<file path="src/rtl/sideband_rx_deframer.sv">
`timescale 1ns/1ps
// Sideband receiver: sbrx bit stream -> UART characters -> de-framed, de-stuffed, CRC-checked payload.
// Latency: data byte k strobes 1 cycle after char_done of byte k+2; rx_done 1 cycle after ETX/offending char.
// Backpressure: none; the serial line cannot be stalled, so the consumer must accept every rx_valid strobe.
//
// Ports:
//   sb_clk    bit-rate clock, one cycle per serial bit
//   rst       asynchronous active-low reset
//   sb_en     receiver enable; low forces both FSMs idle and drops any partial transaction
//   sbrx      serial input, idle high
//   rx_data / rx_valid               de-stuffed payload byte and its one-cycle strobe
//   rx_done                          one-cycle end-of-transaction strobe
//   rx_is_rsp / rx_len / rx_err      transaction status, updated with rx_done and held until the next one
module sideband_rx_deframer #(
    parameter int         MAX_PAYLOAD = 64,
    parameter logic [7:0] DLE         = 8'hFE,
    parameter logic [7:0] STX_CMD     = 8'h05,
    parameter logic [7:0] STX_RSP     = 8'h04,
    parameter logic [7:0] ETX         = 8'h40,
    localparam int        LW          = $clog2(MAX_PAYLOAD + 1)
) (
    input  logic          sb_clk,
    input  logic          rst,
    input  logic          sb_en,
    input  logic          sbrx,
    output logic [7:0]    rx_data,
    output logic          rx_valid,
    output logic          rx_done,
    output logic          rx_is_rsp,
    output logic [LW-1:0] rx_len,
    output logic [2:0]    rx_err
);

    localparam logic [2:0] ERR_OK     = 3'd0;
    localparam logic [2:0] ERR_FRAME  = 3'd1;
    localparam logic [2:0] ERR_ESCAPE = 3'd2;
    localparam logic [2:0] ERR_OVF    = 3'd3;
    localparam logic [2:0] ERR_SHORT  = 3'd4;
    localparam logic [2:0] ERR_CRC    = 3'd5;

    // CRC-16, poly 0x8005, MSB first, no reflection.
    function automatic logic [15:0] crc16_byte(input logic [15:0] c_in, input logic [7:0] b);
        logic [15:0] c;
        c = c_in;
        for (int i = 7; i >= 0; i--) begin
            if (c[15] ^ b[i]) c = {c[14:0], 1'b0} ^ 16'h8005;
            else              c = {c[14:0], 1'b0};
        end
        return c;
    endfunction

    // ------------------------------------------------------------------
    // Input synchroniser (idle-high reset so no false start bit)
    // ------------------------------------------------------------------
    logic s1, s;

    always_ff @(posedge sb_clk or negedge rst) begin
        if (!rst) begin
            s1 <= 1'b1;
            s  <= 1'b1;
        end else begin
            s1 <= sbrx;
            s  <= s1;
        end
    end

    // ------------------------------------------------------------------
    // Bit FSM: start bit, 8 data bits LSB first, stop bit
    // ------------------------------------------------------------------
    typedef enum logic [1:0] {B_IDLE, B_DATA, B_STOP} bit_st_t;
    bit_st_t    bit_st, bit_nx;
    logic [2:0] bit_cnt;
    logic [7:0] shreg;
    logic       bit_shift, bit_stop;
    logic       char_done, cd_stop_ok;
    logic [7:0] cd_byte;

    always_ff @(posedge sb_clk or negedge rst) begin
        if (!rst) bit_st <= B_IDLE;
        else      bit_st <= bit_nx;
    end

    always_comb begin
        bit_nx = bit_st;
        case (bit_st)
            B_IDLE:  if (!s) bit_nx = B_DATA;
            B_DATA:  if (bit_cnt == 3'd7) bit_nx = B_STOP;
            B_STOP:  bit_nx = B_IDLE;
            default: bit_nx = B_IDLE;
        endcase
        if (!sb_en) bit_nx = B_IDLE;
    end

    always_comb begin
        bit_shift = sb_en && (bit_st == B_DATA);
        bit_stop  = sb_en && (bit_st == B_STOP);
    end

    always_ff @(posedge sb_clk or negedge rst) begin
        if (!rst) begin
            bit_cnt    <= 3'd0;
            shreg      <= 8'd0;
            char_done  <= 1'b0;
            cd_byte    <= 8'd0;
            cd_stop_ok <= 1'b0;
        end else begin
            if (bit_st == B_IDLE) bit_cnt <= 3'd0;
            else if (bit_shift)   bit_cnt <= bit_cnt + 3'd1;
            if (bit_shift) shreg <= {s, shreg[7:1]};
            char_done <= bit_stop;
            if (bit_stop) begin
                cd_byte    <= shreg;
                cd_stop_ok <= s;
            end
        end
    end

    // ------------------------------------------------------------------
    // Character FSM: framing, de-stuffing, holding delay, CRC
    // ------------------------------------------------------------------
    typedef enum logic [1:0] {C_WAIT_DLE, C_WAIT_STX, C_PAYLOAD, C_ESC} chr_st_t;
    chr_st_t       c_st, c_nx;
    logic [7:0]    h0, h1;        // h1 newest; the last two bytes are the CRC and are never emitted
    logic [1:0]    hcnt;
    logic [LW-1:0] len;
    logic [15:0]   crc;
    logic          is_rsp_q;
    logic          act_open, act_push, act_done;
    logic [7:0]    push_byte;
    logic [2:0]    done_err;

    always_ff @(posedge sb_clk or negedge rst) begin
        if (!rst) c_st <= C_WAIT_DLE;
        else      c_st <= c_nx;
    end

    always_comb begin
        c_nx = c_st;
        if (char_done) begin
            case (c_st)
                C_WAIT_DLE: if (cd_stop_ok && cd_byte == DLE) c_nx = C_WAIT_STX;
                C_WAIT_STX: begin
                    if (act_open)                               c_nx = C_PAYLOAD;
                    else if (!(cd_stop_ok && cd_byte == DLE))   c_nx = C_WAIT_DLE;
                end
                C_PAYLOAD:  if (cd_stop_ok && cd_byte == DLE) c_nx = C_ESC;
                C_ESC:      c_nx = C_PAYLOAD;   // only the DLE,DLE case survives act_done below
                default:    c_nx = C_WAIT_DLE;
            endcase
        end
        if (act_done) c_nx = C_WAIT_DLE;
        if (!sb_en)   c_nx = C_WAIT_DLE;
    end

    always_comb begin
        act_open  = 1'b0;
        act_push  = 1'b0;
        act_done  = 1'b0;
        push_byte = cd_byte;
        done_err  = ERR_OK;
        if (sb_en && char_done) begin
            case (c_st)
                C_WAIT_STX: act_open = cd_stop_ok && (cd_byte == STX_CMD || cd_byte == STX_RSP);
                C_PAYLOAD: begin
                    if (!cd_stop_ok) begin
                        act_done = 1'b1;
                        done_err = ERR_FRAME;
                    end else if (cd_byte != DLE) begin
                        act_push = 1'b1;
                    end
                end
                C_ESC: begin
                    if (!cd_stop_ok) begin
                        act_done = 1'b1;
                        done_err = ERR_FRAME;
                    end else if (cd_byte == DLE) begin
                        act_push  = 1'b1;
                        push_byte = DLE;
                    end else if (cd_byte == ETX) begin
                        act_done = 1'b1;
                        // len==0 means fewer than three de-stuffed bytes arrived
                        if (len == '0)          done_err = ERR_SHORT;
                        else if (crc != 16'h0)  done_err = ERR_CRC;
                        else                    done_err = ERR_OK;
                    end else begin
                        act_done = 1'b1;
                        done_err = ERR_ESCAPE;
                    end
                end
                default: ;
            endcase
            // A push that would emit beyond the payload limit ends the transaction instead
            if (act_push && hcnt == 2'd2 && len == LW'(MAX_PAYLOAD)) begin
                act_push = 1'b0;
                act_done = 1'b1;
                done_err = ERR_OVF;
            end
        end
    end

    always_ff @(posedge sb_clk or negedge rst) begin
        if (!rst) begin
            h0        <= 8'd0;
            h1        <= 8'd0;
            hcnt      <= 2'd0;
            len       <= '0;
            crc       <= 16'hFFFF;
            is_rsp_q  <= 1'b0;
            rx_data   <= 8'd0;
            rx_valid  <= 1'b0;
            rx_done   <= 1'b0;
            rx_is_rsp <= 1'b0;
            rx_len    <= '0;
            rx_err    <= ERR_OK;
        end else begin
            rx_valid <= 1'b0;
            rx_done  <= 1'b0;
            if (!sb_en) hcnt <= 2'd0;
            if (act_open) begin
                is_rsp_q <= (cd_byte == STX_RSP);
                len      <= '0;
                crc      <= 16'hFFFF;
                hcnt     <= 2'd0;
            end
            if (act_push) begin
                h0  <= h1;
                h1  <= push_byte;
                crc <= crc16_byte(crc, push_byte);
                if (hcnt == 2'd2) begin
                    rx_data  <= h0;
                    rx_valid <= 1'b1;
                    len      <= len + LW'(1);
                end else begin
                    hcnt <= hcnt + 2'd1;
                end
            end
            if (act_done) begin
                rx_done   <= 1'b1;
                rx_err    <= done_err;
                rx_len    <= len;
                rx_is_rsp <= is_rsp_q;
            end
        end
    end

endmodule
</file>
<file path="config.mk">
export PLATFORM = sky130hd
export DESIGN_NAME = sideband_rx_deframer
export DESIGN_NICKNAME = d
export VERILOG_FILES = /design/src/rtl/sideband_rx_deframer.sv
export SDC_FILE = /design/constraint.sdc
export NUM_CORES = 1
export LEC_CHECK = 0
export CAP_MARGIN = 0
export CORE_ASPECT_RATIO = 1.1
export CORE_MARGIN = 10
export CORE_UTILIZATION = 45
export CTS_BUF_LIST = sky130_fd_sc_hd__clkbuf_16
export DETAILED_ROUTE_END_ITERATION = 8
export GPL_TIMING_DRIVEN = 0
export PLACE_DENSITY = 0.72
export REMOVE_ABC_BUFFERS = 1
export SYNTH_ARGS = -nofsm -noshare
export SYNTH_HDL_FRONTEND = slang
export SYNTH_SLANG_ARGS = --single-unit
</file>
<file path="constraint.sdc">
create_clock -name sb_clk -period 3.2 [get_ports sb_clk]
set_input_delay 0.64 -clock sb_clk [delete_from_list [all_inputs] [get_ports sb_clk]]
set_output_delay 0.64 -clock sb_clk [all_outputs]
set_load 0.005 [all_outputs]
</file>
==> impl_results.md <==
* Clock Sink Count at 90
* Post-route insts no fill at 522
* Latest clock arrival within the worst-skew pair at 0.34 ns
* RD Place Congestion at 0.861
* Final setup fails at 0
* Die Y at 120 um
* Setup TNS at 0 ns
* Max Buffers Root-to-Sink at 2
* Min Tclk post-route at about 3 ns
* Initial antenna violation count at 0
* Compound-Gate Fraction of Synth Area at 0.0772
* Seq cells post-synth at 90
* Largest family of logic cells by synthesized area: simple AND/OR/NAND/NOR gates
* Fmax at 334 MHz
* VDD IR max at 0.244 mV
* Most common cell in the netlist: nand2_1
* Vias in the first global route at 2758
* EDFF count, synth at 0
* Cell area after layout at 4790 sq um
* Area after DPL at 4490 sq um
* Part of the cycle the worst path needs at 0.936
* Via count at roughly 2800
* Simple-gate share of the synthesized area at 0.203
* Final net count at 411
* Setup ws final at 0.204 ns
* WL/cell at 14.4 um
* Crit start category: input port
* RSZ-0062 raised after global routing: no
* P_leak at 2.20 nW
* Setup crit end kind: flop
* Largest area contributor in the synthesized netlist: dfrtp_1
* CTS clk-pin slew, worst paths at 0.06 ns
* Placed cells at 505
* Final wirelength at 7510 um
* Starting DRT DRC Count at 199
* Synth top area share at 0.438
* Slowest cell on crit path: clkdlybuf4s50_1
* GRT Util Overall at 0.119
* Gr ovfl total at 0
* Rows at 36
* DP HPWL at 5180 um
* Crit path largest cell delay at 0.74 ns
* Utilization after layout at 0.537
* Syn Area/Cell at about 11 sq um
* Outcome: finished clean
* First-pass GRT wire length at 13400 um
* CTS buffer count at 9
* CP Class: in2reg
* Filler cell count at 786
* DRT antenna net count at 0
* Max-Cap Viols at 0
* CP Data Arrival Time at around 3.2 ns
* Proportion of synthesized chip area in sequential cells at 0.552
* Hold slack at roughly 0.17 ns
* Adder-Cell Fraction of Synth Area at 0.0122
* Pin count of the biggest net entering global routing at 75
* I/O Pins at 25
* I/O Buffers at 24
* Power per Cell Area at roughly 470 nW/um^2
* Required time of the critical path at ~3.4 ns
* TritonRoute pass-1 iters at 4
* Synthesized instance count at 378
* Main flop type after synthesis: dfrtp_1
* Setup WS pre-CTS at -0.485 ns
* Share of layout cells above drive strength 1 at 0.189
* CTS tree: built
* Buf/Inv on CP at 2
* Hold Crit Class: in2async
* CP cell instances: clkdlybuf4s50_1, nand2_1, nor2_1, nand4b_4, nor2_4, buf_12, mux2_2
* Pins Over Slew Limit at 0
* Most common library cells after synthesis: nand2_1 (99), dfrtp_1 (72), mux2_2 (25)
* Yosys warning count at 0
* Die ar. at 13400 sq um
* # DRC at 0
* Headroom to the max-slew limit at 0.344
* Initial core utilization at 0.462
* Mux cell area share after synthesis at 0.0787
* Clock skew at 0.00803 ns
* Core area at 8920 sq um
* Worst-margin pin slew at 0.977 ns
* Die X at around 110 um
* Final Hold Viols at 0
* Via-to-Cell Ratio at 5.37
* Htree depth at 3
* Root Driver: clkbuf_16
* Post-layout power at between 2 and 2.5 mW
* Netlist Area Pre-Place at 4120 sq um
* Worst Path Max Fanout at 37
* Yosys cell types at 54
* Ant diodes at 0
* Largest delay share family, worst path: simple AND/OR/NAND/NOR gates
* Post-Synth XOR/XNOR Area at 0.0514
* Dominant cells by area after synthesis: dfrtp_1 (44%), dfstp_2 (11%), nand2_1 (9.0%), mux2_2 (6.8%), xnor2_1 (2.8%)
* Area grow syn2layout at 16.3%
* Ys async rst share at 1.00
[worst register-to-register path, cell delays in order (launching register included)]
cell and delay (ns):
dfrtp_1 0.43, inv_1 0.08, ha_1 0.13, nor4b_2 0.29, nand4b_1 0.28, a21o_1 0.24, a21oi_2 0.60, mux2_2 0.41
[timing repair]
action                                  CTS  global route
hold buffers                              0             0
pin swaps                                 0             1
buffers inserted                          0             1
endpoints found under the hold margin     0             0
gates cloned                              0             0
gates resized for setup                   1             0
endpoints found under the setup margin    8             8
[power by group]
| part | switching, mW | total, mW | internal [mW] |
|---|---|---|---|
| registers | 0.0336 | 1.22 | 1.19 |
| clock network | 0.426 | 0.949 | 0.523 |
| logic | 0.0381 | 0.0826 | 0.0445 |
[registers in the layout, indices dropped and copies added (netlist names)]
| signal | flops |
|---|---|
| h1 | 8 |
| rx_is_rsp | 1 |
| cd_byte | 8 |
| cd_stop_ok | 1 |
| s1 | 1 |
| crc | 16 |
| char_done | 1 |
| rx_done | 1 |
| is_rsp_q | 1 |
| rx_valid | 1 |
| hcnt | 2 |
| s | 1 |
| shreg | 8 |
| c_st | 2 |
| rx_data | 8 |
| len | 7 |
| bit_cnt | 3 |
| bit_st | 2 |
| rx_err | 3 |
| rx_len | 7 |
| h0 | 8 |
[cell usage in the layout (no fill, tap or decap), drive strengths merged, types with 6 or more instances in the layout]
| cell type | Yosys | final |
|---|---|---|
| o21ai | 16 | 16 |
| nand3 | 7 | 7 |
| dfstp | 18 | 18 |
| a21oi | 10 | 10 |
| nor3 | 10 | 10 |
| inv | 7 | 8 |
| nor4 | 7 | 7 |
| nand2b | 6 | 6 |
| xnor2 | 13 | 13 |
| clkdlybuf4s50 | 0 | 23 |
| mux2 | 27 | 27 |
| xor2 | 6 | 6 |
| nand2 | 99 | 99 |
| dfrtp | 72 | 72 |
| clkinv | 1 | 6 |
| nor2 | 7 | 7 |
| clkbuf | 9 | 9 |
[routing by layer]
metal / GRT usage / wire, um / part of all wire / vias to the layer above
met2: 0.185 / 3500 / 0.47 / 38
met4: 0.0547 / 193 / 0.026 / 0
met5: 0 / 0 / 0 / -
li1: - / - / - / 1361
met1: 0.147 / 3480 / 0.46 / 1388
met3: 0.0406 / 337 / 0.045 / 15
[layout make-up]
class | instances | area [sq um] | area share
clock inverter | 7 | 47.5 | 0.00993
tap | 114 | 143 | 0.0298
clock buffer | 9 | 225 | 0.0470
timing repair buffer | 28 | 315 | 0.0658
inverter | 8 | 30.0 | 0.00627
multi-input combinational | 266 | 1750 | 0.366
sequential | 90 | 2270 | 0.475
[kinds of logic after synthesis]
family	count (synthesis)
compound gates	48
xor+xnor	21
fa+ha+maj	4
buf+inv	22
flops	90
mux	29
simple gates	164
[path summary, 6_finish.rpt]
path | endpoint | cells after the start | slack [ns] | start
setup / recovery | rx_data[7]$_DFFE_PN0P_ | 7 | 0.20 | sb_en
hold / removal | bit_cnt[2]$_DFFE_PN0P_ | 1 | 0.17 | rst
setup reg to reg | rx_err[0]$_DFFE_PN0P_ | 7 | 0.62 | len[0]$_DFF_PN0_
hold reg to reg | s$_DFF_PN1_ | 0 | 0.36 | s1$_DFF_PN1_
max in group asynchronous | crc[13]$_DFFE_PN1P_ | 2 | 2.37 | rst
min in group sb_clk | s$_DFF_PN1_ | 0 | 0.36 | s1$_DFF_PN1_
No activity file was read; power rests on OpenSTA's default activity.
